<file path="config.mk">
export PLATFORM = sky130hd
export DESIGN_NAME = hazard_scoreboard
export DESIGN_NICKNAME = d
export VERILOG_FILES = /design/src/rtl/hazard_scoreboard.sv
export SDC_FILE = /design/constraint.sdc
export NUM_CORES = 1
export LEC_CHECK = 0
export BUFFER_PORTS_ARGS = -buffer_cell sky130_fd_sc_hd__buf_2
export CORE_MARGIN = 1
export CORE_UTILIZATION = 66
export DETAILED_ROUTE_END_ITERATION = 10
export PLACE_DENSITY = 0.91
export SLEW_MARGIN = 5
export SYNTH_ARGS = -nofsm -noshare
export SYNTH_HDL_FRONTEND = slang
export SYNTH_SLANG_ARGS = --single-unit
</file>
<file path="constraint.sdc">
create_clock -name clk -period 27.8 [get_ports clk]
set_input_delay 1.39 -clock clk [delete_from_list [all_inputs] [get_ports clk]]
set_output_delay 1.39 -clock clk [all_outputs]
set_load 0.02 [all_outputs]
</file>
<file path="src/rtl/hazard_scoreboard.sv">
// Register hazard scoreboard with per-register latency counters and an LL/SC link bit.
// A source read of a pending register stalls decode; an accepted writer loads its latency.
module hazard_scoreboard #(
    parameter int unsigned ADDR_W  = 5,
    parameter int unsigned LAT_W   = 2,
    parameter int unsigned MAX_LAT = 3
) (
    input  logic              clk,
    input  logic              rst,
    input  logic              issue_valid,
    input  logic              issue_we,
    input  logic [ADDR_W-1:0] issue_waddr,
    input  logic [LAT_W-1:0]  issue_lat,
    input  logic [ADDR_W-1:0] rs_addr,
    input  logic [ADDR_W-1:0] rt_addr,
    input  logic              rs_read,
    input  logic              rt_read,
    input  logic              is_ll,
    input  logic              is_sc,
    input  logic              is_store,
    input  logic              flush,
    output logic              stall,
    output logic              atomic,
    output logic              sc_mask,
    output logic [ADDR_W:0]   busy_count
);

    localparam int NumRegs = 1 << ADDR_W;

    typedef enum logic {
        StUnlinked,
        StLinked
    } link_e;

    logic [LAT_W-1:0] cnt_q [NumRegs];
    logic [LAT_W-1:0] cnt_d [NumRegs];
    link_e            link_q, link_d;

    logic             rs_hz, rt_hz, accept;
    logic [LAT_W-1:0] lat_ld;

    // Hazard detection against the registered counters; r0 never hazards.
    always_comb begin
        rs_hz  = rs_read && (rs_addr != '0) && (cnt_q[rs_addr] != '0);
        rt_hz  = rt_read && (rt_addr != '0) && (cnt_q[rt_addr] != '0);
        stall  = issue_valid && (rs_hz || rt_hz);
        accept = issue_valid && !stall && !flush;
        lat_ld = (32'(issue_lat) > MAX_LAT) ? LAT_W'(MAX_LAT) : issue_lat;
    end

    // Counter next state: decrement-to-zero, flush clears, accepted writer overrides.
    always_comb begin
        for (int i = 0; i < NumRegs; i++) begin
            cnt_d[i] = (cnt_q[i] != '0) ? cnt_q[i] - LAT_W'(1) : '0;
            if (flush) begin
                cnt_d[i] = '0;
            end
        end
        if (accept && issue_we && (issue_waddr != '0)) begin
            cnt_d[issue_waddr] = lat_ld;
        end
        cnt_d[0] = '0;
    end

    // Link next state: a store or SC in the same instruction as an LL unlinks.
    always_comb begin
        link_d = link_q;
        if (accept && is_ll) begin
            link_d = StLinked;
        end
        if ((accept && (is_store || is_sc)) || flush) begin
            link_d = StUnlinked;
        end
    end

    // State registers with synchronous reset taking priority over flush and issue.
    always_ff @(posedge clk) begin
        if (rst) begin
            for (int i = 0; i < NumRegs; i++) begin
                cnt_q[i] <= '0;
            end
            link_q <= StUnlinked;
        end else begin
            for (int i = 0; i < NumRegs; i++) begin
                cnt_q[i] <= cnt_d[i];
            end
            link_q <= link_d;
        end
    end

    // Outputs derived from the registered state; sc_mask sees the pre-update link bit.
    always_comb begin
        atomic     = (link_q == StLinked);
        sc_mask    = issue_valid && is_sc && !atomic;
        busy_count = '0;
        for (int i = 1; i < NumRegs; i++) begin
            if (cnt_q[i] != '0) begin
                busy_count = busy_count + (ADDR_W + 1)'(1);
            end
        end
    end

endmodule
</file>
---- Word-level counts from Yosys, hierarchy flattened ----
Memories as Yosys holds them, arrays and structs flattened.
Index checks and enable logic that the tools add are counted.
storage, ports and cells
  output and inout port bits .............. 9
  input port bits ......................... 27
  memories ................................ 1
  memory bits (writable) .................. 64
  word-level logic and storage cells ...... 291
  register bits after elaboration ......... 1
cells by class
  order comparisons ....................... 2
  reduce and logical (&&, ||, !) cells .... 58
  bitwise gates (word level) .............. 33
  multiplexer cells ....................... 134
  add/sub/neg operators ................... 62
memory list
  name   words  width  read ports  clocked after memory_dff  wr ports  line  text
  cnt_q  32     2      34          0                         32        35    logic [LAT_W-1:0] cnt_q [NumRegs];
operators with widths
  operator             count
  $mux 2               98
  $add 6x1->6 const B  29
  $mux 6               29
  $reduce_bool 2->1    34
  $bwmux 64            1
  $sub 2x1->2 const B  32
  $mux 62              1
  $or 1x1->1           32
  $reduce_bool 5->1    3
  $logic_and 1x1->1    14
  $demux 2 s5          1
  $ge 6x6->1 const B   1
  $lt 6x1->1 const B   1
  $not 5->6            1
  $mux 1               4
  $logic_not 1->1      3
  $logic_or 1x1->1     3
  $add 1x1->2 const B  1
  $reduce_or 2->1      1

---- Longest topological paths before layout ----
An unclocked memory read counts as a cell.
  word-level depth ........................ 63
  mapped depth ............................ 84
  gate-level depth less buffers ........... 84

---- Least setup slack after synthesis ----
Ideal clock, no wire load.
  path type ............................... reg-to-output
  start ................................... memory cnt_q[1][0]
  end ..................................... output port busy_count[4]
  stages on the path, launching flop included .. 79
  required time ........................... 26.410 ns
  data arrival time ....................... 14.207 ns
  buffers on the path ..................... 1
  slack ................................... 12.203 ns
  cells stage by stage .................... dfxtp_1 -> or2_2 -> ha_1 -> buf_6 -> xnor2_1 -> ha_1 -> and3_1 -> o31a_1 -> nor3_1 -> a21oi_1 -> ha_1 -> nor2_1 -> a21oi_1 -> xor2_1 -> mux2_2 -> ha_1 -> o21ai_0 -> o21ai_0 -> (+43 left out) -> nand2_1 -> o21ai_0 -> xnor2_1 -> a21oi_1 -> a31oi_1 -> o21ai_0 -> ha_1 -> nor2_1 -> a31oi_1 -> ha_1 -> mux2_2 -> ha_1 -> mux2_2 -> ha_1 -> a21oi_1 -> o21ai_0 -> a21oi_1 -> xnor2_1
RTL lines
  what             line  text
  start, declared  35
  end, declared    25    output logic [ADDR_W:0] busy_count

==> qor.yml <==
total_power_mw: 0.231
synth_cells: 1034
final_cell_mix: "nand2_1 (131), nor2_1 (120), a21oi_1 (93), xnor2_1 (80), dfxtp_1 (63)"
root_buffer: "clkbuf_16"
syn2layout_area_growth_pct: 6.10
grt_pass1_wl_mm: 35.5
pwr-share-seq: 0.392
cts_hold_buf: 0
fp.dieH_um: 114
cts_resized: 0
cp.arrival_ns: 16.80
drt_iter0_drc: 837
ant_nets: 0
status: "completed"
rsz0062_at_grt: "false"
max_freq_mhz: 55.0
overflow: 0
maxSlewHeadroom: 0.205
die_area_um2: 12900
drt_pass1_iterations: 5
io_pins: 36
hpwl_mm: 15.0
globalplace.congestion: 0.892
crit_slowest_cell: "ha_1"
fin_cells: 1207
fp-row-count: 40
cpMostUsedCell: "ha_1"
fin_setup_tns_ns: 0
port_buffers: 35
power_switching_mw: 0.0597
swShare: 0.258
diodes: 0
period_share: 0.654
drive_above_1_share: 0.167
hold_path_class: "flip-flop to flip-flop"
ys_types: 91
cp-end-kind: "primary output"
numCtsBuffers: 9
ys_seq_elements: 63
vias_per_cell: 6.64
synth.cell_area_um2: 8230
route.detailed.drc: 0
worst_pin_slew_ns: 1.19
synthFlopType: "dfxtp_1"
cellLeakagePower_nw: 3.20
cts_tree: "yes"
ys_warn_count: 0
fin_area_um2: 8730
fp.coreArea_um2: 12100
clk_latency_ns: 0.34
clockBufferDepth: 2
fin_crit_ns: 18.19
pwr-share-comb: 0.102
pwr-share-clk: 0.506
cts_num_sinks: 63
path_class: "flip-flop to primary output"
start_util: 0.682
setup.worst_path.start_class: "flip-flop"
fp.dieW_um: 114
slowest_delay_ns: 0.48
finalSetupViolations: 0
power.internal_mw: 0.171
cellPowerDensity_nw_per_um2: 26.4
dp.cells: 1191
syn_area_per_cell_um2: 7.96
grt_antenna_before_repair: 0
hold_viol: 0
cap_violations: 0
clk_pin_slew_worst_paths_ns: 0.06
synthArstFlopShare: 0
cts_max_level: 3
postPlaceCellArea_um2: 8420
grt_pass1_vias: 7485
peakVddDrop_uv: 52.6
postCtsSetupRepairBufs: 0
vias: 8020
fin_skew_ns: 0.00798
synth_nets: 1090
final_common_cell: "nand2_1"
layout.nets: 1090
grt_max_degree: 65
synth_seq_area_share: 0.153
drt-total-wl_mm: 21.3
critical_path_peak_fanout: 8
wl_per_cell_um: 17.7
required_ns: 26.41
final-max-slew-violation-count: 0
synth_edf_count: 0
grt_usage: 0.337
layout make-up:
cell class,instances,area (um2)
multi-input cells,906,6710
clock inverters,6,68.8
flip-flops and latches,63,1260
clock buffers,10,239
well taps,168,210
inverters,19,71.3
repair buffers,35,175
fillers,859,3330
synthesized netlist by cell type (all sizes together) (18+ instances only):
cell type	count	area share
nand2	131	0.060
nor2	123	0.058
xnor2	95	0.12
a21oi	93	0.057
dfxtp	63	0.15
o21ai	49	0.030
clkbuf	32	0.015
or4b	32	0.039
xor2	30	0.038
ha	29	0.044
nand4bb	27	0.037
or2	27	0.021
nor3	26	0.016
a211oi	21	0.020
inv	19	0.0087
a31oi	18	0.016
power groups by stage:
| stage | sequential (mW) | combinational [mW] | clock (mW) |
|---|---|---|---|
| 2_1_floorplan | 0.0926 | 0.0165 | 0 |
| 3_3_place_gp | 0.0925 | 0.0221 | 0 |
| 3_5_place_dp | 0.0925 | 0.0226 | 0 |
| 4_1_cts | 0.0906 | 0.0229 | 0.116 |
| 5_1_grt | 0.0906 | 0.0252 | 0.121 |
| 6_report | 0.0906 | 0.0235 | 0.117 |
worst max-delay path, delay by kind of cell, from the launching register on:
family	cells	cell delay (ns)
compound gates	34	6.07
fa+ha+maj	14	4.08
xor+xnor	11	2.35
simple gates	16	2.31
mux	4	0.89
flops	1	0.38
buf+inv	2	0.34
metrics by stage:
step                      utilization  hold WS (ns)  setup WS, ns
final                           0.724         0.523          9.61
after global routing            0.724         0.540          8.16
after global placement          0.698         0.508         10.86
after detailed placement        0.698         0.516         10.53
after floorplan                     -         0.490         12.20
after CTS                       0.724         0.527          9.90
registers in the layout, indices dropped and copies added (netlist names):
signal / cells
cnt_q: 62
atomic: 1
final timing paths:
check	startpoint	to	slack [ns]	depth (start not counted)
worst max-delay path	cnt_q[1][0]	busy_count[5]	9.61	81
worst min-delay path	cnt_q[22][1]	cnt_q[22][1]	0.52	2
worst max register to register	cnt_q[6][1]	cnt_q[6][1]	23.86	12
worst min register to register	cnt_q[22][1]	cnt_q[22][1]	0.52	2
layer usage:
| layer | track usage | vias up | wire length [um] |
|---|---|---|---|
| li1 | - | 3816 | - |
| met1 | 0.444 | 3711 | 9090 |
| met2 | 0.564 | 428 | 9940 |
| met3 | 0.0521 | 65 | 1770 |
| met4 | 0.118 | 0 | 526 |
| met5 | 0 | - | 0 |
cell families (layout without fill, tap and decap cells):
group           after synthesis  in the layout  share of synthesized area
buf+inv                      65             70                     0.0319
xor+xnor                    142            142                      0.209
fa+ha+maj                    29             29                     0.0441
compound gates              252            252                      0.196
mux                          29             29                     0.0617
flops                        63             63                      0.153
simple gates                454            454                      0.304
Power figures use the tool's default switching activity.
